File: config.mk
export PLATFORM = sky130hd
export DESIGN_NAME = mem_dispatch_arbiter
export DESIGN_NICKNAME = d
export VERILOG_FILES = /design/src/rtl/mem_dispatch_arbiter.sv
export SDC_FILE = /design/constraint.sdc
export NUM_CORES = 1
export LEC_CHECK = 0
export CAP_MARGIN = 20
export CORE_ASPECT_RATIO = 2
export CORE_MARGIN = 2
export CORE_UTILIZATION = 37
export CTS_BUF_LIST = sky130_fd_sc_hd__clkbuf_16
export CTS_CLUSTER_DIAMETER = 200
export DETAILED_ROUTE_END_ITERATION = 6
export PLACE_DENSITY = 0.92
export SKIP_LAST_GASP = 1
export SLEW_MARGIN = 10
export SYNTH_ARGS = -nofsm -noshare
export SYNTH_HDL_FRONTEND = slang
export SYNTH_SLANG_ARGS = --single-unit
File: constraint.sdc
create_clock -name clk -period 2.15 [get_ports clk]
set_input_delay 0.215 -clock clk [delete_from_list [all_inputs] [get_ports clk]]
set_output_delay 0.215 -clock clk [all_outputs]
set_load 0.05 [all_outputs]
File: src/rtl/mem_dispatch_arbiter.sv
// Store/load dispatch arbiter in front of a single-ported d-cache.
// Optional load starvation guard: define MEM_ARB_STARVE_GUARD_EN.
module mem_dispatch_arbiter #(
  parameter int ADDR_WIDTH   = 32,
  parameter int DATA_WIDTH   = 32,
  parameter int IDX_WIDTH    = 3,
  parameter int STARVE_LIMIT = 4
) (
  input  logic                  clk,
  input  logic                  rst_n,
  input  logic                  st_valid,
  input  logic [ADDR_WIDTH-1:0] st_addr,
  input  logic [DATA_WIDTH-1:0] st_data,
  input  logic [IDX_WIDTH-1:0]  st_idx,
  input  logic                  ld_valid,
  input  logic [ADDR_WIDTH-1:0] ld_addr,
  input  logic [IDX_WIDTH-1:0]  ld_idx,
  input  logic                  flush,
  input  logic                  dc_miss,
  input  logic [DATA_WIDTH-1:0] dc_rdata,
  output logic                  dc_valid,
  output logic                  dc_action,
  output logic [ADDR_WIDTH-1:0] dc_addr,
  output logic [DATA_WIDTH-1:0] dc_wdata,
  output logic                  st_ack,
  output logic                  ld_ack,
  output logic [DATA_WIDTH-1:0] ld_data,
  output logic [IDX_WIDTH-1:0]  ld_idx_out,
  output logic                  busy
);

  localparam logic [1:0] IDLE = 2'd0;
  localparam logic [1:0] REQ  = 2'd1;
  localparam logic [1:0] MISS = 2'd2;

  logic [1:0]            state;
  logic [1:0]            state_nxt;
  logic                  hold_wr;
  logic [ADDR_WIDTH-1:0] hold_addr;
  logic [DATA_WIDTH-1:0] hold_wdata;
  logic [IDX_WIDTH-1:0]  hold_idx;
  logic                  squash;
  logic                  active;
  logic                  done;
  logic                  grant_st;
  logic                  grant_ld;
  logic                  force_ld;

  assign active = (state == REQ) || (state == MISS);
  assign done   = active && !dc_miss;

`ifdef MEM_ARB_STARVE_GUARD_EN
  localparam int CW = $clog2(STARVE_LIMIT + 1);
  localparam logic [CW-1:0] STARVE_MAX = CW'(STARVE_LIMIT);

  logic [CW-1:0] starve_cnt;

  assign force_ld = ld_valid && !flush &&
                    (starve_cnt == STARVE_MAX);

  // Counts stores that jumped ahead of a waiting load; saturates.
  always_ff @(posedge clk) begin
    if (!rst_n) begin
      starve_cnt <= '0;
    end else if (grant_ld) begin
      starve_cnt <= '0;
    end else if (grant_st && ld_valid &&
                 starve_cnt != STARVE_MAX) begin
      starve_cnt <= starve_cnt + CW'(1);
    end
  end
`else
  assign force_ld = 1'b0;
`endif

  always_comb begin
    grant_st = 1'b0;
    grant_ld = 1'b0;
    if (state == IDLE) begin
      if (force_ld) begin
        grant_ld = 1'b1;
      end else if (st_valid) begin
        grant_st = 1'b1;
      end else if (ld_valid && !flush) begin
        grant_ld = 1'b1;
      end
    end
  end

  always_comb begin
    state_nxt = state;
    unique case (state)
      IDLE: begin
        if (grant_st || grant_ld) begin
          state_nxt = REQ;
        end
      end
      REQ, MISS: begin
        state_nxt = dc_miss ? MISS : IDLE;
      end
      default: begin
        state_nxt = IDLE;
      end
    endcase
  end

  always_ff @(posedge clk) begin
    if (!rst_n) begin
      state <= IDLE;
    end else begin
      state <= state_nxt;
    end
  end

  always_ff @(posedge clk) begin
    if (!rst_n) begin
      hold_wr    <= 1'b0;
      hold_addr  <= '0;
      hold_wdata <= '0;
      hold_idx   <= '0;
    end else if (grant_st) begin
      hold_wr    <= 1'b1;
      hold_addr  <= st_addr;
      hold_wdata <= st_data;
      hold_idx   <= st_idx;
    end else if (grant_ld) begin
      hold_wr    <= 1'b0;
      hold_addr  <= ld_addr;
      hold_wdata <= '0;
      hold_idx   <= ld_idx;
    end
  end

  // A flushed load still finishes at the cache but never acks.
  always_ff @(posedge clk) begin
    if (!rst_n) begin
      squash <= 1'b0;
    end else if (grant_st || grant_ld) begin
      squash <= 1'b0;
    end else if (active && !hold_wr && flush) begin
      squash <= 1'b1;
    end
  end

  assign busy       = active;
  assign dc_valid   = active;
  assign dc_action  = active && hold_wr;
  assign dc_addr    = active ? hold_addr : '0;
  assign dc_wdata   = active ? hold_wdata : '0;
  assign st_ack     = done && hold_wr && rst_n;
  assign ld_ack     = done && !hold_wr && !squash &&
                      !flush && rst_n;
  assign ld_data    = ld_ack ? dc_rdata : '0;
  assign ld_idx_out = ld_ack ? hold_idx : '0;

endmodule
==> results of run 1 <==
worst min-delay path by stage:
stage | from | end | slack, ps | depth (start not counted)
after floorplan | st_data[0] | hold_wdata[0] | 340 | 1
after global placement | state[1] | state[1] | 450 | 2
after detailed placement | state[1] | state[1] | 470 | 2
after CTS | st_valid | hold_addr[29] | 460 | 3
after global routing | st_data[19] | hold_wdata[19] | 480 | 2
final | state[1] | state[1] | 470 | 2
worst max-delay path, delay by kind of cell, from the launching register on:
| family | cells | cell delay [ps] |
|---|---|---|
| AND/OR/NAND/NOR | 3 | 480 |
| buffers and inverters | 4 | 550 |
| flip-flops | 1 | 330 |
| adder cells (fa/ha/maj) | 1 | 290 |
per-stage QoR:
step | utilization | setup slack [ps]
3_5_place_dp | 0.727 | 117
6_report | 0.782 | -43.5
4_1_cts | 0.762 | -62.5
3_3_place_gp | 0.726 | 39.1
2_1_floorplan | - | 11.8
5_1_grt | 0.782 | -106
cell families (layout without fill, tap and decap cells):
| kind of cell | Yosys count | after routing | synth area share |
|---|---|---|---|
| AO/OA/AOI/OAI | 143 | 143 | 0.277 |
| buffers and inverters | 50 | 283 | 0.0641 |
| AND/OR/NAND/NOR | 111 | 111 | 0.192 |
| flip-flops | 71 | 71 | 0.370 |
| adder cells (fa/ha/maj) | 1 | 1 | 0.00325 |
| multiplexers | 36 | 36 | 0.0938 |
report_power, final:
| group | internal (mW) | leakage (nW) | switching, mW | total [mW] |
|---|---|---|---|---|
| clock | 1.14 | 0.166 | 0.551 | 1.69 |
| combinational | 0.840 | 2.48 | 0.838 | 1.68 |
| sequential | 1.45 | 0.587 | 0.0924 | 1.55 |
flip-flops by register name (all words and copies together) (netlist names):
signal / cells
squash: 1
hold_wdata: 32
state: 2
hold_wr: 1
hold_idx: 3
hold_addr: 32
area by class of cell:
| cell class | count | area (µm²) |
|---|---|---|
| tap | 135 | 169 |
| multi-input combinational | 291 | 2270 |
| timing repair buffer | 264 | 3720 |
| clock inverter | 7 | 120 |
| fill | 621 | 2210 |
| sequential | 71 | 1420 |
| clock buffer | 9 | 225 |
| inverter | 3 | 11.3 |
layout by cell type (no fill, tap or decap), types with 2 or more instances in the layout:
| cell | n |
|---|---|
| buf_4 | 10 |
| a21oi_1 | 35 |
| dfxtp_1 | 69 |
| a32o_1 | 32 |
| and2_4 | 32 |
| and2_2 | 4 |
| bufinv_16 | 3 |
| clkdlybuf4s50_1 | 137 |
| o31ai_1 | 35 |
| buf_2 | 2 |
| dfxtp_2 | 2 |
| buf_6 | 6 |
| and2_1 | 64 |
| buf_12 | 105 |
| clkbuf_16 | 12 |
| mux2i_1 | 36 |
| inv_2 | 2 |
| nor3b_1 | 2 |
| o21a_1 | 36 |
timing repair:
| item | CTS | global route |
|---|---|---|
| resized for setup | 1 | 40 |
| setup buffers | 0 | 2 |
| pin swaps | 0 | 28 |
| gates cloned | 0 | 7 |
| endpoints found under the setup margin | 36 | 36 |
routing by layer:
metal  vias to the layer above  routed length (µm)
li1                       1955                   -
met1                      2015                5300
met2                       174                8740
met3                        27                1100
met4                         0                 337
met5                         -                   0
==> impl_metrics.toml, run 1 <==
[place]
numPlacedInstances = 754
dpl.hpwl_um = 11100
port-buffer-count = 243
place_area_um2 = 7380
gp_congestion = 0.764

[floorplanning]
ios = 244
coreArea_um2 = 10100
dieArea_um2 = 11300
initial_core_util = 0.379
die_w_um = 76.1
die_h_um = 148
rows = 52

[finish]
syn_to_final_growth_pct = 106
fin_area_um2 = 7940
finalNonFillerCells = 780
drive_above_1_share = 0.295
antennaDiodeCount = 0
nets = 781

[logic_synthesis]
synth_top_area_share = 0.370
netlist_area_um2 = 3840
synth_top_area_cell = "dfxtp_1"
yosysMostFrequentCell = "and2_1"
synth_seq_cells = 71
synth_edf_count = 0
async_flop_share = 0
avgSynthCellArea_um2 = 9.33
synthCells = 412
synthFlopType = "dfxtp_1"
ys_seq_area_frac = 0.370
synthTopCellsByCount = "and2_1, dfxtp_1, mux2i_1, o21a_1"
yosys_warnings = 0
synth_nets = 553
synth_cell_type_count = 29
netlist_top_cells_area = "dfxtp_1, and2_1, mux2i_1"

[timing]
finalSetupViolCount = 19
tns_ps = -329
worstMarginPinSlew_ps = 753
finClkSkew_ps = 5.23
fmax_mhz = 456
fin_crit_ps = 2190
rsz0062_at_grt = "yes"
hold-worst-slack_ps = 472
fin_crit_sh = 1.02
finalHoldViolCount = 0
slew_violations = 0
relSlewSlack = 0.498
worst_slack_ps = -43.5

[power]
finalPower_mw = 4.91
vdd_ir_drop_max_mv = 0.520
p_leak_nw = 3.24
powerDensity_nw_per_um2 = 619

[route]
initialDrtViolationCount = 174
vias_per_cell = 5.35
drtPass1Iterations = 4
route.antenna.remaining_nets = 0
post_drt_wl_per_cell_um = 19.8
drc = 0
vias = 4171
wirelength_um = 15500

[global_route]
antenna_found_initial = 0
grt_util_all_layers = 0.247
grtUsageMet3 = 0.0837
grt_max_degree = 73
overflow = 0
use_met2 = 0.471
gr-max-usage-layer = "met2"
use_met1 = 0.242
grt_pass1_vias = 4465
grt_pass1_wl_um = 22400

[clock_tree]
path_clk_slew_ps = 50
cts.sinks = 71
root_buffer = "clkbuf_16"
ctsHtreeMaxLevel = 3
cts_inserted_buffers = 9
cts_hold_buf = 0
cts_tree = "built"
cts_buffer_depth = 2
insertion_delay_ps = 320

[run]
cap_violations = 0

[critical_path]
timing.rr.start = "state[0]"
rrSetupSlack_ps = 530
endpoint_kind = "output pin"
worstPathArrival_ps = 1980
path_cells = "inv_2, ha_4, nand2b_4, nor4_4, buf_6, buf_4, and2_2, buf_12"
crit_type = "reg -> out"
cp_max_fo = 8
startpoint = "state[0]"
rr_endpoint = "hold_addr[3]"
cp_slowest_cell = "dfxtp_2"
critPathLaunchType = "flop"
max_stage_delay_ps = 330
critical_path.endpoint = "ld_data[4]"
worstRegToRegCells = 5
worstPathRequired_ps = 1930

[min_path]
min_path_type = "reg -> reg"

[outcome]
violations = "setup timing"
status = "finished, violations left"
(Power assumes the default switching activity.)
==> run 2, diff against run 1 <==
--- a/config.mk
+++ b/config.mk
@@ -11,6 +11,7 @@
 export CORE_UTILIZATION = 37
 export CTS_BUF_LIST = sky130_fd_sc_hd__clkbuf_16
 export CTS_CLUSTER_DIAMETER = 200
+export CTS_CLUSTER_SIZE = 14
 export DETAILED_ROUTE_END_ITERATION = 6
 export PLACE_DENSITY = 0.92
 export SKIP_LAST_GASP = 1
@@ -18,3 +19,4 @@
 export SYNTH_ARGS = -nofsm -noshare
 export SYNTH_HDL_FRONTEND = slang
 export SYNTH_SLANG_ARGS = --single-unit
+export TNS_END_PERCENT = 10
==> run 2 against run 1 <==
Net effect:
- the flow still finishes with violations (setup timing)
- critical path depth did not move
- hold slack worse by 24 ps
- fmax down 0.77%
==> impl_metrics.toml, run 2 (synthesized netlist as in run 1, its figures left out) <==
[finish]
syn_to_final_growth_pct = 109
drive_above_1_share = 0.293
layout_commonest_cell = "clkdlybuf4s50_1"
layout_common_cells = "clkdlybuf4s50_1, buf_12, dfxtp_1"
reg_top3 = "hold_addr x32, hold_wdata x32, hold_idx x3"
nets = 782
fin_util = 0.792
fin_area_um2 = 8040
antennaDiodeCount = 0

[place]
dpl.hpwl_um = 11200
gp_congestion = 0.760
port-buffer-count = 243
place_area_um2 = 7410

[run]
cap_violations = 0

[global_route]
grt_pass1_wl_um = 25200
antenna_found_initial = 0
grt_util_all_layers = 0.281
grt_max_degree = 70
grt_pass1_vias = 4594
overflow = 0

[route]
vias = 4256
vias_per_cell = 5.45
drc = 0
wirelength_um = 16700
post_drt_wl_per_cell_um = 21.4
initialDrtViolationCount = 330
route.antenna.remaining_nets = 0
drtPass1Iterations = 4

[critical_path]
timing.rr.start = "state[0]"
cp_max_fo = 7
rrSetupSlack_ps = 560
startpoint = "state[0]"
worstPathArrival_ps = 2000
critPathLaunchType = "flop"
endpoint_kind = "output pin"
worstPathRequired_ps = 1930
crit_type = "reg -> out"
worstRegToRegCells = 6
rr_endpoint = "hold_addr[11]"
critical_path.endpoint = "ld_data[9]"

[floorplanning]
ios = 244
coreArea_um2 = 10100
die_w_um = 76.1
rows = 52
die_h_um = 148
initial_core_util = 0.379
dieArea_um2 = 11300

[outcome]
status = "finished, violations left"
violations = "setup timing"

[timing]
fmax_mhz = 452
slew_violations = 0
fin_crit_sh = 1.03
finClkSkew_ps = 3.80
hold-worst-slack_ps = 448
finalHoldViolCount = 0
rsz0062_at_grt = "yes"
fin_crit_ps = 2210
finalSetupViolCount = 34
worstMarginPinSlew_ps = 613
tns_ps = -1220
relSlewSlack = 0.591
worst_slack_ps = -60.5

[power]
powerDensity_nw_per_um2 = 636
vdd_ir_drop_max_mv = 0.559
p_leak_nw = 3.28
finalPower_mw = 5.11

[min_path]
min_path_type = "in -> reg"

[clock_tree]
cts_tree = "built"
path_clk_slew_ps = 60
cts_buffer_depth = 2
root_buffer = "clkbuf_16"
ctsHtreeMaxLevel = 3
insertion_delay_ps = 330
cts.sinks = 71
cts_inserted_buffers = 9
==> run 2: cell types whose count changed in the layout (fill, tap and decap cells not counted), moves of 2 or more <==
cell / delta
buf_6: -4
buf_12: +2
buf_16: +3
and2_4: -7
and2_2: +7
==> run 2: report_power, final <==
part | leakage, nW | switching, mW | internal (mW)
combinational | 2.51 | 0.886 | 0.877
sequential | 0.587 | 0.0937 | 1.45
clock | 0.178 | 0.556 | 1.24
total | 3.28 | 1.54 | 3.58
==> run 2: critical path, stage by stage, from the launching register on <==
cell,delay (ps)
dfxtp_2,340
inv_2,50
ha_4,280
nand2b_4,60
nor4_4,230
buf_6,240
clkbuf_16,170
and2_4,160
buf_12,140
==> run 2: final cells by class <==
| cell class | count | area (µm²) |
|---|---|---|
| Timing Repair Buffer | 265 | 3810 |
| Multi-Input combinational cell | 291 | 2260 |
| Fill cell | 592 | 2110 |
| Sequential cell | 71 | 1420 |
| Clock buffer | 9 | 225 |
| Tap cell | 135 | 169 |
| Clock inverter | 7 | 136 |
| Inverter | 3 | 11.3 |
==> run 2: worst min-delay path by stage <==
stage | start | end | cells after the start
2_1_floorplan | st_data[0] | hold_wdata[0] | 1
3_3_place_gp | state[1] | state[1] | 2
3_5_place_dp | state[1] | state[1] | 2
4_1_cts | st_valid | hold_addr[5] | 3
5_1_grt | st_valid | hold_addr[7] | 3
6_report | st_valid | hold_addr[0] | 3
==> run 2: what timing repair did <==
item                                    CTS  global route
pin swaps                                 2             4
endpoints found under the setup margin   36            36
hold buffers                              0             0
resized for setup                        18            17
cloned                                    2             5
hold endpoints to repair                  0             0
setup buffers                             2             1
==> run 2: layer usage <==
| metal | GRT usage | wire length (µm) | share of wire | vias up |
|---|---|---|---|---|
| met5 | 0 | 0 | 0 | - |
| met4 | 0.126 | 619 | 0.037 | 0 |
| met3 | 0.0752 | 1160 | 0.069 | 47 |
| met2 | 0.509 | 9120 | 0.55 | 218 |
| met1 | 0.304 | 5820 | 0.35 | 2034 |
| li1 | - | - | - | 1957 |
==> run 2: through the flow <==
stage	std cells	setup slack [ps]
after global routing	781	-112
after CTS	775	-52.8
after detailed placement	755	172
final	781	-60.5
after floorplan	412	-23.3
after global placement	754	33.5
